$ cat config.mk
export PLATFORM = sky130hd
export DESIGN_NAME = pipe_ctrl
export DESIGN_NICKNAME = d
export VERILOG_FILES = /design/src/rtl/pipe_ctrl.sv
export SDC_FILE = /design/constraint.sdc
export NUM_CORES = 1
export LEC_CHECK = 0
export ABC_AREA = 1
export CAP_MARGIN = 20
export CORE_MARGIN = 2
export CORE_UTILIZATION = 35
export CTS_CLUSTER_DIAMETER = 200
export DETAILED_ROUTE_END_ITERATION = 12
export PLACE_DENSITY = 0.77
export RECOVER_POWER = 25
export SLEW_MARGIN = 20
export SYNTH_ARGS = -nofsm -noshare
export SYNTH_HDL_FRONTEND = slang
export SYNTH_SLANG_ARGS = --single-unit
$ cat constraint.sdc
create_clock -name clk -period 1.21 [get_ports clk]
set_input_delay 0.121 -clock clk [delete_from_list [all_inputs] [get_ports clk]]
set_output_delay 0.121 -clock clk [all_outputs]
set_load 0.005 [all_outputs]
$ cat src/rtl/pipe_ctrl.sv
// pipe_ctrl: load-use / mult-div hazard control and mult/div busy sequencer.
// Define PIPE_CTRL_PERF_EN to build the saturating stall_cnt counter.
module pipe_ctrl (
  input  logic        clk,
  input  logic        reset,
  input  logic [4:0]  rs_D,
  input  logic [4:0]  rt_D,
  input  logic        use_rs_D,
  input  logic        use_rt_D,
  input  logic        load_E,
  input  logic [4:0]  wa_E,
  input  logic        md_start_E,
  input  logic        md_div_E,
  input  logic        md_use_D,
  output logic        stall,
  output logic        flush_E,
  output logic        md_busy,
  output logic        md_done,
  output logic        md_err,
  output logic [15:0] stall_cnt
);

  localparam logic S_IDLE = 1'b0;
  localparam logic S_BUSY = 1'b1;

  logic       state;
  logic [3:0] md_cnt;
  logic       load_use;
  logic       md_hazard;

  assign md_busy = (state == S_BUSY);
  assign md_done = md_busy && (md_cnt == 4'd1);

  // Hazard decode; both sources merge into a single stall/bubble
  always_comb begin
    load_use  = load_E && (wa_E != 5'd0) &&
                ((use_rs_D && (rs_D == wa_E)) ||
                 (use_rt_D && (rt_D == wa_E)));
    md_hazard = md_use_D && (md_busy || md_start_E);
    stall     = load_use || md_hazard;
    flush_E   = stall;
  end

  // Mult/div occupancy sequencer; starts while busy are dropped
  always_ff @(posedge clk or negedge reset) begin
    if (!reset) begin
      state  <= S_IDLE;
      md_cnt <= 4'd0;
    end else begin
      unique case (state)
        S_IDLE: begin
          if (md_start_E) begin
            md_cnt <= md_div_E ? 4'd10 : 4'd5;
            state  <= S_BUSY;
          end
        end
        S_BUSY: begin
          md_cnt <= md_cnt - 4'd1;
          if (md_cnt == 4'd1)
            state <= S_IDLE;
        end
        default: begin
          state  <= S_IDLE;
          md_cnt <= 4'd0;
        end
      endcase
    end
  end

  // Sticky error: a start arriving while the unit is occupied
  always_ff @(posedge clk or negedge reset) begin
    if (!reset)
      md_err <= 1'b0;
    else if (md_start_E && md_busy)
      md_err <= 1'b1;
  end

`ifdef PIPE_CTRL_PERF_EN
  logic [15:0] cnt_q;

  // Saturating count of stall cycles
  always_ff @(posedge clk or negedge reset) begin
    if (!reset)
      cnt_q <= 16'd0;
    else if (stall && (cnt_q != 16'hFFFF))
      cnt_q <= cnt_q + 16'd1;
  end

  assign stall_cnt = cnt_q;
`else
  assign stall_cnt = 16'd0;
`endif

endmodule

==> results.yml <==
outcome:
  outcome: "complete, but fails checks"
  failed_checks: "setup timing"
cts:
  cts_max_level: 1
  cts_hold_repair.buffers: 0
  cts_tree: "done"
  cts_sinks: 6
  worst_setup_hold_path_clk_slew_ns: 0.05
  tritoncts_buffers: 3
  clock_tree.buffer_depth: 2
  ctsRootBufferMaster: "clkbuf_4"
  clk-insertion-delay-late_ns: 0.25
pwr:
  power.combinational.fraction_pct: 60.2
  share_seq_of_total_power_pct: 27.0
  cellPowerDensity_nw_per_um2: 1448
  leakage_power_total_nw: 0.5905
  clkPwrFrac_pct: 12.8
  max-vdd-ir-drop_mv: 0.7975
  cell_internal_pwr_w: 0.0008892
  power.net_switching_w: 0.0005806
  power.share.switching_pct: 39.50
worst_setup_path:
  worst-r2r-cell-count: 8
  endpoint_kind: "output port"
  worstReg2RegStart: "md_cnt[1]"
  timing.critical_path.arrival_ns: 1.16
  timing.rr.end: "md_busy"
  critical_path_startpoint_category: "register"
  crit_path_max_fanout: 2
  setup.reg_to_reg.worst_slack_ns: -0.01
  worst-setup-path-type: "reg -> out"
  required_ns: 1.09
timing:
  achievable-frequency_ghz: 0.7787
  time_the_final_worst_path_needs_with_i_o_delays_and_setup_ns: 1.284
  fin_ws_ns: -0.07416
  timing.setup.tns_ns: -0.07961
  finalHoldViolations: 0
  unrepaired_setup_endpoints_after_global_routing: "true"
  timing_max_transition_violations_final: 0
  fin_skew_ns: 0.005427
  finalSetupViolCount: 2
  finalCritPeriodShare_pct: 106.1
drt:
  post-route-drc-count: 0
  routed-wl-met3_microns: 91
  highest-signal-layer: "met4"
  met1_length_microns: 677
  drt_first_pass_iters: 4
  postRouteAntennaNets: 0
  initial_drt_markers: 10
  viasPerCell: 4.179
  wl_met2_microns: 851
  route.final.wire_length_microns: 1638
  routed-via-count: 723
  routed_wirelength_normalized_by_instance_count_microns: 9.468
placement:
  detailed_placer_s_ending_hpwl_microns: 1375
  place_worst_setup_slack_ns: -0.6294
  portBuffers: 27
  place.gp.congestion: 0.8636
global_route:
  grt_usage_pct: 16.84
  initial_antenna_violation_count: 0
  grt_remaining_overflow: 0
  grt_first_pass_wirelength_microns: 2594
  first_global_vias: 641
  grt_max_degree: 7
floorplan:
  num_io_pins: 44
  dieHeight_microns: 47.20
  start_util_pct: 37.42
  floorplan.core_area_sq_um: 1745
  placement_rows: 15
  floorplan.die.width_microns: 47.20
  design.die.area_sq_um: 2228
hold_path:
  timing.hold.worst.class: "in -> async"
layout:
  design.final.nets: 175
  insertedDiodeCount: 0
  post_route_cells_drive_above_1_share_pct: 22.97
  area_growth_pct: 55.36
synthesis:
  syn_area_per_cell_sq_um: 5.992
  synth_seq_area_share_pct: 22.99
  synthDistinctLibCells: 15
  yosys_warnings: 0
  netlist_instances: 109
  combined_area_of_all_synthesized_cells_sq_um: 653.1
  ys_seq_elements: 6
flow_run:
  max_cap_viol_count: 0
per-stage QoR:
stage | area (sq um) | utilization (%) | total power (W) | instances | hold WS [ns]
floorplan | 709.4 | - | 0.0007559 | 124 | -0.1746
global placement | 950.9 | 54.48 | 0.001108 | 168 | 0.3852
detailed placement | 950.9 | 54.48 | 0.001134 | 168 | 0.3924
CTS | 988.4 | 56.63 | 0.001392 | 175 | 0.1325
global route | 1015 | 58.14 | 0.001609 | 173 | 0.2014
finish | 1015 | 58.14 | 0.001470 | 173 | 0.1904
final cells by class:
type / count / area (sq um)
fillers: 170 / 730.7
multi-input cells: 83 / 419.2
repair buffers: 38 / 322.8
flip-flops and latches: 6 / 151.4
inverters: 18 / 67.56
well taps: 25 / 31.28
clock buffers: 3 / 22.52
power by group through the flow:
stage / combinational (W) / sequential (W) / clock [W]
2_1_floorplan: 0.000373 / 0.000383 / 0
3_5_place_dp: 0.000779 / 0.000355 / 0
6_report: 0.000885 / 0.000396 / 0.000189
5_1_grt: 0.000987 / 0.000408 / 0.000213
3_3_place_gp: 0.000755 / 0.000353 / 0
4_1_cts: 0.000829 / 0.000373 / 0.000190
how the worst max path moves through the flow:
stage / start / slack, ns / to / cells past startpoint
after global routing: md_cnt[1] / -0.14 / md_done / 5
final: md_cnt[1] / -0.07 / md_done / 5
after detailed placement: wa_E[4] / -0.63 / stall / 10
after CTS: md_cnt[1] / -0.16 / md_busy / 9
after floorplan: md_cnt[1] / 0.19 / md_busy / 5
after global placement: wa_E[4] / -0.62 / stall / 10
sequential cells by signal, indices dropped and copies added, names as in the netlist:
| register | cells |
|---|---|
| md_busy | 1 |
| md_err | 1 |
| md_cnt | 4 |
per-layer routing:
metal | vias to the layer above | GRT usage (%)
met5 | - | 0
met4 | 0 | 6.667
met3 | 3 | 2.692
met2 | 29 | 29.04
met1 | 314 | 20.83
li1 | 377 | -
cell usage in the layout (no fill, tap or decap), drive strengths merged:
| master | synthesis | final |
|---|---|---|
| o21ai | 2 | 2 |
| o211ai | 4 | 4 |
| clkbuf | 0 | 6 |
| nand4 | 1 | 1 |
| a21o | 1 | 1 |
| clkdlybuf4s50 | 0 | 4 |
| inv | 18 | 18 |
| nor3 | 2 | 2 |
| dlygate4sd3 | 0 | 1 |
| nand3 | 3 | 3 |
| nand2 | 39 | 39 |
| conb | 1 | 16 |
| dlymetal6s2s | 0 | 3 |
| dlygate4sd2 | 0 | 9 |
| dfrtp | 6 | 6 |
| clkdlybuf4s15 | 0 | 4 |
| xnor2 | 1 | 1 |
| ha | 2 | 2 |
| buf | 17 | 14 |
| nor2 | 12 | 12 |
synth_stat cells:
master    instances  area, sq um
a21o_1            1        7.510
buf_4            17        127.6
conb_1            1        3.750
dfrtp_1           6        150.1
ha_1              2        25.02
inv_1            16        60.06
inv_2             2        7.510
nand2_1          39        146.4
nand3_1           3        15.01
nand4_1           1        6.260
nor2_1           12        45.04
nor3_1            2        10.01
o211ai_1          4        30.03
o21ai_0           2        10.01
xnor2_1           1        8.760
what timing repair did:
item / 4_1_cts / 5_1_grt
setup endpoints to repair: 5 / 6
setup buffers: 4 / 0
resized for setup: 34 / 25
pin swaps: 8 / 13
cell families after synthesis:
group,count (synthesis),synth area share [%]
simple gates,57,34.10
buf+inv,35,29.89
compound gates,7,7.280
flops,6,22.99
fa+ha+maj,2,3.831
xor+xnor,1,1.341
other cells,1,0.5742
critical path, cell delays in order (launching register included):
cell,delay (ns)
dfrtp_1,0.38
inv_2,0.09
ha_4,0.14
nand2_4,0.04
nor3_4,0.12
buf_2,0.14
Power figures use the tool's default switching activity.
